[src/rtl/aes_mixcolumns_sequencer_if.sv]
// Handshake bundle for the MixColumns sequencer.
// The input side carries the state with its mode and skip flags.
// The output side returns the result state.
// master = the round datapath that drives and consumes; slave = the sequencer.
interface aes_mixcolumns_sequencer_if;
    logic         in_valid;
    logic         in_ready;
    logic [127:0] in_state;
    logic         in_enc_dec;
    logic         in_skip;
    logic         out_valid;
    logic         out_ready;
    logic [127:0] out_state;

    modport master (
        output in_valid,
        output in_state,
        output in_enc_dec,
        output in_skip,
        output out_ready,
        input  in_ready,
        input  out_valid,
        input  out_state
    );

    modport slave (
        input  in_valid,
        input  in_state,
        input  in_enc_dec,
        input  in_skip,
        input  out_ready,
        output in_ready,
        output out_valid,
        output out_state
    );
endinterface

[src/rtl/aes_mixcolumns_sequencer.sv]
// aes_mixcolumns_32bit : combinational MixColumns / InvMixColumns on one column.
// aes_mixcolumns_sequencer : walks a 128-bit state through one shared column
// unit, one column per clock. A skip path returns the state untouched for
// the final round.

module aes_mixcolumns_32bit (
    input  logic [31:0] data_in,
    input  logic        enc_dec,
    output logic [31:0] data_out
);

    // Multiply by x in GF(2^8) with the AES reduction polynomial.
    function automatic logic [7:0] xtime(input logic [7:0] b);
        return {b[6:0], 1'b0} ^ (b[7] ? 8'h1b : 8'h00);
    endfunction

    function automatic logic [7:0] mul3(input logic [7:0] b);
        return xtime(b) ^ b;
    endfunction

    // Inverse coefficients are built from x^1..x^3 terms: 9 = 8+1,
    // 11 = 8+2+1, 13 = 8+4+1, 14 = 8+4+2.
    function automatic logic [7:0] mul9(input logic [7:0] b);
        return xtime(xtime(xtime(b))) ^ b;
    endfunction

    function automatic logic [7:0] mul11(input logic [7:0] b);
        return xtime(xtime(xtime(b))) ^ xtime(b) ^ b;
    endfunction

    function automatic logic [7:0] mul13(input logic [7:0] b);
        return xtime(xtime(xtime(b))) ^ xtime(xtime(b)) ^ b;
    endfunction

    function automatic logic [7:0] mul14(input logic [7:0] b);
        return xtime(xtime(xtime(b))) ^ xtime(xtime(b)) ^ xtime(b);
    endfunction

    logic [7:0] a0_s, a1_s, a2_s, a3_s;
    logic [7:0] o0_s, o1_s, o2_s, o3_s;

    // Split the column into bytes, byte 0 in the MSB.
    always_comb begin
        a0_s = data_in[31:24];
        a1_s = data_in[23:16];
        a2_s = data_in[15:8];
        a3_s = data_in[7:0];
    end

    // Matrix product with the forward or inverse circulant matrix.
    always_comb begin
        if (enc_dec) begin
            o0_s = xtime(a0_s) ^ mul3(a1_s)  ^ a2_s        ^ a3_s;
            o1_s = a0_s        ^ xtime(a1_s) ^ mul3(a2_s)  ^ a3_s;
            o2_s = a0_s        ^ a1_s        ^ xtime(a2_s) ^ mul3(a3_s);
            o3_s = mul3(a0_s)  ^ a1_s        ^ a2_s        ^ xtime(a3_s);
        end else begin
            o0_s = mul14(a0_s) ^ mul11(a1_s) ^ mul13(a2_s) ^ mul9(a3_s);
            o1_s = mul9(a0_s)  ^ mul14(a1_s) ^ mul11(a2_s) ^ mul13(a3_s);
            o2_s = mul13(a0_s) ^ mul9(a1_s)  ^ mul14(a2_s) ^ mul11(a3_s);
            o3_s = mul11(a0_s) ^ mul13(a1_s) ^ mul9(a2_s)  ^ mul14(a3_s);
        end
    end

    // Reassemble the output column.
    always_comb begin
        data_out = {o0_s, o1_s, o2_s, o3_s};
    end

endmodule

module aes_mixcolumns_sequencer (
    input  logic                               clk,
    input  logic                               rst_n,
    aes_mixcolumns_sequencer_if.slave          bus,
    output logic                               busy,
    output logic [1:0]                         col_idx
);

    typedef enum logic [1:0] {
        ST_IDLE = 2'd0,
        ST_RUN  = 2'd1,
        ST_DONE = 2'd2
    } state_t;

    state_t       state_r;
    state_t       state_nxt_s;
    logic [127:0] src_r;
    logic [127:0] res_r;
    logic         mode_r;
    logic [1:0]   cnt_r;
    logic         accept_s;
    logic [31:0]  col_in_s;
    logic [31:0]  col_out_s;

    // Accept only in IDLE; the reset gate keeps in_ready low while rst_n is low.
    always_comb begin
        accept_s = bus.in_valid && (state_r == ST_IDLE) && rst_n;
    end

    // Pick the source column addressed by the column counter.
    always_comb begin
        col_in_s = src_r[127:96];
        case (cnt_r)
            2'd0:    col_in_s = src_r[127:96];
            2'd1:    col_in_s = src_r[95:64];
            2'd2:    col_in_s = src_r[63:32];
            2'd3:    col_in_s = src_r[31:0];
            default: col_in_s = src_r[127:96];
        endcase
    end

    aes_mixcolumns_32bit u_mix (
        .data_in  (col_in_s),
        .enc_dec  (mode_r),
        .data_out (col_out_s)
    );

    // FSM state register.
    always_ff @(posedge clk) begin
        if (!rst_n) begin
            state_r <= ST_IDLE;
        end else begin
            state_r <= state_nxt_s;
        end
    end

    // FSM next-state logic.
    always_comb begin
        state_nxt_s = state_r;
        case (state_r)
            ST_IDLE: begin
                if (accept_s) begin
                    state_nxt_s = bus.in_skip ? ST_DONE : ST_RUN;
                end else begin
                    state_nxt_s = ST_IDLE;
                end
            end
            ST_RUN: begin
                if (cnt_r == 2'd3) begin
                    state_nxt_s = ST_DONE;
                end else begin
                    state_nxt_s = ST_RUN;
                end
            end
            ST_DONE: begin
                if (bus.out_ready) begin
                    state_nxt_s = ST_IDLE;
                end else begin
                    state_nxt_s = ST_DONE;
                end
            end
            default: state_nxt_s = ST_IDLE;
        endcase
    end

    // Datapath: capture on accept, write one result column per RUN cycle.
    always_ff @(posedge clk) begin
        if (!rst_n) begin
            src_r  <= 128'h0;
            res_r  <= 128'h0;
            mode_r <= 1'b0;
            cnt_r  <= 2'd0;
        end else begin
            case (state_r)
                ST_IDLE: begin
                    if (accept_s) begin
                        src_r  <= bus.in_state;
                        mode_r <= bus.in_enc_dec;
                        cnt_r  <= 2'd0;
                        if (bus.in_skip) begin
                            res_r <= bus.in_state;
                        end
                    end
                end
                ST_RUN: begin
                    case (cnt_r)
                        2'd0:    res_r[127:96] <= col_out_s;
                        2'd1:    res_r[95:64]  <= col_out_s;
                        2'd2:    res_r[63:32]  <= col_out_s;
                        2'd3:    res_r[31:0]   <= col_out_s;
                        default: res_r         <= res_r;
                    endcase
                    // Natural 2-bit wrap returns the counter to 0 after column 3.
                    cnt_r <= cnt_r + 2'd1;
                end
                ST_DONE: begin
                    cnt_r <= 2'd0;
                end
                default: begin
                    cnt_r <= 2'd0;
                end
            endcase
        end
    end

    // FSM outputs, decoded from the registered state only.
    always_comb begin
        bus.in_ready  = 1'b0;
        bus.out_valid = 1'b0;
        busy          = 1'b0;
        col_idx       = 2'd0;
        case (state_r)
            ST_IDLE: begin
                bus.in_ready = rst_n;
            end
            ST_RUN: begin
                busy    = 1'b1;
                col_idx = cnt_r;
            end
            ST_DONE: begin
                busy          = 1'b1;
                bus.out_valid = 1'b1;
            end
            default: begin
                busy = 1'b0;
            end
        endcase
    end

    // The result register drives out_state directly, so it stays stable in DONE and after.
    always_comb begin
        bus.out_state = res_r;
    end

endmodule
[src/flat_wrapper.sv]
// flat-port wrapper written by rule: the top's interface ports become plain ports
module aes_mixcolumns_sequencer_flat 
  (clk, rst_n, busy, col_idx, bus_in_valid, bus_in_state, bus_in_enc_dec, bus_in_skip, bus_out_ready, bus_in_ready, bus_out_valid, bus_out_state);
  aes_mixcolumns_sequencer_if bus_i ();
  input  logic clk;
  input  logic rst_n;
  output logic busy;
  output logic [1:0] col_idx;
  input wire logic [$bits(bus_i.in_valid)-1:0] bus_in_valid;
  input wire logic [$bits(bus_i.in_state)-1:0] bus_in_state;
  input wire logic [$bits(bus_i.in_enc_dec)-1:0] bus_in_enc_dec;
  input wire logic [$bits(bus_i.in_skip)-1:0] bus_in_skip;
  input wire logic [$bits(bus_i.out_ready)-1:0] bus_out_ready;
  output wire logic [$bits(bus_i.in_ready)-1:0] bus_in_ready;
  output wire logic [$bits(bus_i.out_valid)-1:0] bus_out_valid;
  output wire logic [$bits(bus_i.out_state)-1:0] bus_out_state;
  assign bus_i.in_valid = bus_in_valid;
  assign bus_i.in_state = bus_in_state;
  assign bus_i.in_enc_dec = bus_in_enc_dec;
  assign bus_i.in_skip = bus_in_skip;
  assign bus_i.out_ready = bus_out_ready;
  assign bus_in_ready = bus_i.in_ready;
  assign bus_out_valid = bus_i.out_valid;
  assign bus_out_state = bus_i.out_state;
  aes_mixcolumns_sequencer u_core (.clk(clk), .rst_n(rst_n), .bus(bus_i), .busy(busy), .col_idx(col_idx));
endmodule
[config.mk]
export PLATFORM = sky130hd
export DESIGN_NAME = aes_mixcolumns_sequencer_flat
export DESIGN_NICKNAME = d
export VERILOG_FILES = /design/src/rtl/aes_mixcolumns_sequencer_if.sv /design/src/rtl/aes_mixcolumns_sequencer.sv /design/src/flat_wrapper.sv
export SDC_FILE = /design/constraint.sdc
export NUM_CORES = 1
export LEC_CHECK = 0
export BUFFER_PORTS_ARGS = -buffer_cell sky130_fd_sc_hd__buf_4
export CORE_ASPECT_RATIO = 1.5
export CORE_MARGIN = 2
export CORE_UTILIZATION = 35
export CTS_BUF_LIST = sky130_fd_sc_hd__clkbuf_8 sky130_fd_sc_hd__clkbuf_16
export CTS_CLUSTER_DIAMETER = 200
export DETAILED_ROUTE_END_ITERATION = 16
export SLEW_MARGIN = 0
export SYNTH_ARGS = -nofsm -noshare
export SYNTH_HDL_FRONTEND = slang
export SYNTH_HIERARCHICAL = 1
export SYNTH_SLANG_ARGS = --single-unit
export TNS_END_PERCENT = 10
[constraint.sdc]
create_clock -name clk -period 4.8 [get_ports clk]
set_input_delay 0.48 -clock clk [delete_from_list [all_inputs] [get_ports clk]]
set_output_delay 0.48 -clock clk [all_outputs]
set_load 0.01 [all_outputs]
Word level (Yosys, flattened, before mapping)
Index checks and enable logic that the tools add are counted.
{"block": "word_totals", "regBits": 261, "input_bits": 134, "output_inout_bits": 133, "elab_cells": 130}
{"block": "op_classes", "n_addsub": 1, "eq_ne": 11, "n_mux": 35, "bitwise_logic": 64, "reduce_logical": 11}
{"op": "8-bit XOR", "count": 55}
{"op": "128-bit 2-to-1 mux", "count": 2}
{"op": "128-bit one-hot mux with 2 select lines", "count": 1}
{"op": "32-bit 2-to-1 mux", "count": 4}
{"op": "32-bit one-hot mux with 4 select lines", "count": 1}
{"op": "8-bit by 5-bit XOR with 8-bit output", "count": 9}
{"op": "5-bit 2-to-1 mux", "count": 12}
{"op": "8-bit 2-to-1 mux", "count": 4}
{"op": "4-bit AND reduction", "count": 4}
{"op": "2-bit 2-to-1 mux", "count": 6}
{"op": "2-bit equality test (second input constant)", "count": 3}
{"op": "2-bit by 1-bit != test with 1-bit output (second input constant)", "count": 3}
{"op": "2-bit != test (second input constant)", "count": 3}
{"op": "2-bit one-hot mux with 3 select lines", "count": 1}
{"op": "2-bit by 1-bit equality test with 1-bit output (second input constant)", "count": 2}
{"op": "2-bit logical NOT", "count": 2}
{"op": "2-bit one-hot mux with 2 select lines", "count": 1}
{"op": "1-bit 2-to-1 mux", "count": 3}
{"op": "2-bit by 1-bit adder with 2-bit output (second input constant)", "count": 1}
{"op": "1-bit logical AND", "count": 2}
{"op": "2-bit AND reduction", "count": 1}
{"op": "2-bit nonzero test", "count": 1}
{"op": "2-bit OR reduction", "count": 1}

Depth between registers and ports, before layout
{"block": "logic_depth", "word_depth": 16, "ltp_mapped": 16, "ltp_nobuf": 13}

Hierarchy
Netlist, hierarchy kept.
{"module": "aes_mixcolumns_sequencer", "instances": 1, "cells_each": 1391, "area_each_um2": 12101.6, "seq_area_each_um2": 5225.0}
{"module": "aes_mixcolumns_32bit", "instances": 1, "cells_each": 280, "area_each_um2": 2534.9, "seq_area_each_um2": 0.0}

Worst setup path before layout
Ideal clock, no wire load.
{"block": "synth_timing", "path_kind": "reg2reg", "from": "reg u_core.cnt_r[0]", "to": "reg u_core.res_r[36], in the netlist u_core/bus.out_state[36]", "setup_ps": 122, "arrival_time_ps": 3554, "t_required_ps": 4678, "setup_slack_ps": 1124, "stages_incl_launch_ff": 14, "n_path_buf": 2, "period_less_slack_ps": 3676, "path_cell_list": "dfxtp_1 inv_1 ha_1 clkbuf_1 clkbuf_1 mux2i_1 xnor2_1 xnor3_1 or4_1 o2111ai_1 xnor2_1 inv_1 a21oi_1 o32a_1"}
{"block": "synth_between", "elab_chain_cells": 14, "word_cells_on_any_way": 47, "cone_classes": "eq/ne (4); mux (15); bitwise (26); reduce/logical (2)"}
{"item": "start: declaration", "line": "aes_mixcolumns_sequencer.sv:91", "rtl": "logic [1:0] cnt_r;"}
{"item": "start signal: assignment", "line": "aes_mixcolumns_sequencer.sv:185", "rtl": "cnt_r <= cnt_r + 2'd1;"}
{"item": "2-bit equality test, or another cell as far along", "line": "aes_mixcolumns_sequencer.sv:104", "rtl": "case (cnt_r)"}
{"item": "32-bit one-hot mux with 4 select lines *", "line": "aes_mixcolumns_sequencer.sv:104"}
{"item": "named net u_core.col_in_s[21]", "line": "aes_mixcolumns_sequencer.sv:93", "rtl": "logic [31:0] col_in_s;"}
{"item": "8-bit by 5-bit XOR with 8-bit output *", "line": "aes_mixcolumns_sequencer.sv:14", "rtl": "return {b[6:0], 1'b0} ^ (b[7] ? 8'h1b : 8'h00);"}
{"item": "8-bit XOR *", "line": "aes_mixcolumns_sequencer.sv:14"}
{"item": "5-bit 2-to-1 mux *", "line": "aes_mixcolumns_sequencer.sv:14"}
{"item": "8-bit by 5-bit XOR with 8-bit output *", "line": "aes_mixcolumns_sequencer.sv:14"}
{"item": "8-bit XOR * (2 in series)", "line": "aes_mixcolumns_sequencer.sv:32", "rtl": "return xtime(xtime(xtime(b))) ^ xtime(xtime(b)) ^ b;"}
{"item": "8-bit XOR * (3 in series)", "line": "aes_mixcolumns_sequencer.sv:61", "rtl": "o3_s = mul11(a0_s) ^ mul13(a1_s) ^ mul9(a2_s) ^ mul14(a3_s);"}
{"item": "8-bit 2-to-1 mux *", "line": "aes_mixcolumns_sequencer.sv:52", "rtl": "if (enc_dec) begin"}
{"item": "named net u_core.col_out_s[4]", "line": "aes_mixcolumns_sequencer.sv:94", "rtl": "logic [31:0] col_out_s;"}
{"item": "32-bit 2-to-1 mux *", "line": "aes_mixcolumns_sequencer.sv:177", "rtl": "case (cnt_r)"}
{"item": "128-bit one-hot mux with 2 select lines *", "line": "aes_mixcolumns_sequencer.sv:165", "rtl": "case (state_r)"}
{"item": "end signal: assignment", "line": "aes_mixcolumns_sequencer.sv:172", "rtl": "res_r <= bus.in_state;"}
{"item": "end signal: assignment", "line": "aes_mixcolumns_sequencer.sv:180", "rtl": "2'd2: res_r[63:32] <= col_out_s;"}
{"item": "end signal: assignment", "line": "aes_mixcolumns_sequencer.sv:182", "rtl": "default: res_r <= res_r;"}
{"item": "end: declaration", "line": "aes_mixcolumns_sequencer.sv:89", "rtl": "logic [127:0] res_r;"}
The timed path passes the listed nets; every way through them passes the cells marked *. The select of a mux whose other input is x is not followed.
A chain may end at the register's enable or synchronous reset.

Final worst setup path
{"block": "layout_timing", "from": "reg u_core.cnt_r[1]", "to": "reg u_core.res_r[43], in the netlist u_core/bus.out_state[43]"}
{"block": "layout_between", "word_cells_on_any_way": 46, "cone_classes": "eq/ne (4); mux (14); bitwise (26); reduce/logical (2)"}
{"item": "2-bit equality test, or another cell as far along", "line": "aes_mixcolumns_sequencer.sv:104"}
{"item": "32-bit one-hot mux with 4 select lines *", "line": "aes_mixcolumns_sequencer.sv:104"}
{"item": "named net u_core.col_in_s[16]", "line": "aes_mixcolumns_sequencer.sv:93"}
{"item": "8-bit by 5-bit XOR with 8-bit output *", "line": "aes_mixcolumns_sequencer.sv:14"}
{"item": "8-bit XOR *", "line": "aes_mixcolumns_sequencer.sv:14"}
{"item": "8-bit by 5-bit XOR with 8-bit output *", "line": "aes_mixcolumns_sequencer.sv:14"}
{"item": "8-bit XOR *", "line": "aes_mixcolumns_sequencer.sv:24", "rtl": "return xtime(xtime(xtime(b))) ^ b;"}
{"item": "8-bit XOR * (3 in series)", "line": "aes_mixcolumns_sequencer.sv:60", "rtl": "o2_s = mul13(a0_s) ^ mul9(a1_s) ^ mul14(a2_s) ^ mul11(a3_s);"}
{"item": "8-bit 2-to-1 mux *", "line": "aes_mixcolumns_sequencer.sv:52"}
{"item": "named net u_core.col_out_s[11]", "line": "aes_mixcolumns_sequencer.sv:94"}
{"item": "32-bit 2-to-1 mux *", "line": "aes_mixcolumns_sequencer.sv:177"}
{"item": "128-bit one-hot mux with 2 select lines *", "line": "aes_mixcolumns_sequencer.sv:165"}
Marked as above.

==> flow_metrics.tcl <==
set metrics [dict create \
    globalRouteTotalUtil_pct 24.4 \
    via_count 13227 \
    tns_ns 0 \
    place_congestion 0.964 \
    synth-seq-cells 261 \
    die_w_um 171 \
    grt_max_degree 88 \
    synthSimpleGateAreaFrac_pct 8.30 \
    leakage_nw 7.82 \
    synth_top_family_by_area "compound AO/OA/AOI/OAI gates" \
    synthAdderAreaFrac_pct 0.769 \
    antenna_found_initial 0 \
    async_flop_share_pct 0 \
    fin_util_pct 42.2 \
    yosys_most_used_dff "dfxtp_1" \
    rsz0062_at_grt "no" \
    dr.pass1.iters 6 \
    cts_root_buf "clkbuf_16" \
    powerDensity_nw_per_um2 471 \
    required_ns 5.23 \
    wire_per_inst_um 22.5 \
    seq_area_frac_synth_pct 35.7 \
    postCtsResizedCells 0 \
    cp_max_fo 29 \
    antenna_cells 0 \
    drive_gt1_share_pct 21.1 \
    synth_edf_count 0 \
    grt_pass1_vias 12980 \
    vdd_drop_max_v 0.000240 \
    cts_tree "built" \
    hold_viol_final 0 \
    dp_hpwl_mm 39.4 \
    clk_pin_slew_ns 0.07 \
    status "complete, no violations" \
    top_level_ports 267 \
    yosysTopAreaCell "dfxtp_1" \
    routed_wl_mm 54.7 \
    grt_pass1_wl_mm 80.6 \
    synth_xor_area_share_pct 14.6 \
    period_share_pct 97.4 \
    worstSetupStartpointType "flip-flop" \
    max_stage_delay_ns 0.69 \
    yosysWarnings 6 \
    yosys-mux-area-fraction_pct 2.67 \
    postSynthCellCount 1671 \
    ys_top_cells_by_area "dfxtp_1 (36%), xnor2_1 (8.9%), a21oi_1 (8.8%)" \
    floorplan.rows 91 \
    die-area_um2 43500 \
    io_buffers 266 \
    cp-end-kind "flip-flop" \
    synth_compound_gate_area_share_pct 23.8 \
    period_needed_ns 4.68 \
    hold_class "primary input to flip-flop" \
    dieHeight_um 254 \
    crit_family "XOR/XNOR gates" \
    drtAntennaViolNets 0 \
    synth_nets 1814 \
    drcViolationCount 0 \
    gr-total-overflow 0 \
    max_freq_mhz 214 \
    htree_num_levels 1 \
    cts_sinks 261 \
    clk_latency_ns 0.56 \
    finalMaxSlewViolations 0 \
    numCtsBuffers 27 \
    worstMarginPinSlew_ns 1.26 \
    cts_hold_buf 0 \
    final_cell_mix "buf_4 (320), dfxtp_1 (261), a21oi_1 (256), inv_1 (202), xnor2_1 (147)" \
    finClkSkew_ns 0.0338 \
    syn2layout_area_growth_pct 18.9 \
    critical-path-slowest-cell "a222oi_1" \
    crit_chain "inv_1, ha_2, buf_4, a222oi_1, mux2i_1, xor2_1, xnor3_1, xor2_1, xnor2_1, nor2_1, xnor2_1, inv_1, a21oi_1, o32a_1" \
    setup_viol 0 \
    yosysTopAreaCellShare_pct 35.7 \
    dr.first_iter.drc_count 1312 \
    syn-mean-instance-area_um2 8.76 \
    syn-cell-area_um2 14600 \
    via_per_inst 5.45 \
    cts_setup_buffers 0 \
    clockBufferDepth 3 \
    slew_headroom_pct 15.8 \
    core_um2 41200 \
    synth_cell_type_count 56 \
    final_common_cell "buf_4" \
    critPathBufInv 3 \
    start_util_pct 35.5 \
    num-nets-final 1998 \
    maxCapViolations 0 \
    crit_type "flip-flop to flip-flop" \
    arrival_ns 5.10 \
]
state kept, by name (all words and copies together), names as in the netlist:
name	flops
u_core/mode_r	1
u_core/bus.out_state	128
u_core/cnt_r	2
u_core/state_r	2
u_core/src_r	128
area by class of cell:
class,instances,area [µm²]
clock buffer,33,758
clock inverter,12,115
fill,4244,23800
inverter,199,747
multi-input combinational,1043,7390
sequential,261,5230
tap,558,698
timing repair buffer,323,2460
worst reg2reg max path, stage by stage, from the launching register on:
cell      delay [ns]
dfxtp_1         0.38
inv_1           0.12
ha_2            0.40
buf_4           0.29
a222oi_1        0.70
mux2i_1         0.35
xor2_1          0.42
xnor3_1         0.49
xor2_1          0.17
xnor2_1         0.16
nor2_1          0.29
xnor2_1         0.15
inv_1           0.22
a21oi_1         0.11
o32a_1          0.31
per-stage QoR:
step / area, µm² / hold slack, ns / total power, mW / std cells / setup slack, ns
floorplan: 14600 / 0.433 / 4.65 / 1671 / 1.12
global placement: 16500 / 0.442 / 6.03 / 2384 / 0.287
detailed placement: 16500 / 0.446 / 6.04 / 2384 / 0.229
CTS: 17400 / 0.0967 / 8.17 / 2429 / 0.171
global route: 17400 / 0.117 / 8.49 / 2429 / 0.00323
finish: 17400 / 0.114 / 8.19 / 2429 / 0.123
cell families (layout without fill, tap and decap cells):
group	Yosys count	count (layout)
compound gates	518	518
xor+xnor	215	215
fa+ha+maj	9	9
buf+inv	367	567
flops	261	261
mux	39	39
simple gates	262	262
path summary, 6_finish.rpt:
check	cells after the start	to	slack, ns	startpoint
max	14	u_core/bus.out_state[43]	0.12	u_core/cnt_r[1]
min	3	u_core/src_r[127]	0.11	bus_in_state[127]
max reg2reg	14	u_core/bus.out_state[43]	0.12	u_core/cnt_r[1]
min reg2reg	2	u_core/src_r[86]	0.46	u_core/src_r[86]
synthesized netlist by cell type (7+ instances only):
| master | count |
|---|---|
| xnor3_1 | 8 |
| xnor2_1 | 148 |
| o32a_1 | 128 |
| clkbuf_8 | 13 |
| buf_2 | 39 |
| nor2_1 | 15 |
| a222oi_1 | 32 |
| clkbuf_1 | 35 |
| buf_8 | 10 |
| nand2_1 | 96 |
| dlygate4sd1_1 | 7 |
| buf_6 | 25 |
| buf_4 | 14 |
| xor2_1 | 47 |
| o21ai_0 | 88 |
| buf_1 | 10 |
| inv_1 | 199 |
| ha_1 | 9 |
| a21oi_1 | 256 |
| mux2i_1 | 39 |
| nand3_1 | 135 |
| dlymetal6s2s_1 | 11 |
| dfxtp_1 | 261 |
per-layer routing:
layer	track usage, %	up-vias	part of all wire [%]
met3	2.79	117	6.4
met2	41.0	596	48
met4	11.7	0	4.8
met1	30.9	6367	40
li1	-	6147	-
met5	0	-	0
power breakdown:
part           switching [mW]  leakage, nW  internal [mW]
Combinational            2.16         5.22           1.24
Sequential              0.205         2.16           2.45
Clock                   0.913        0.440           1.22
(Power assumes the default switching activity.)
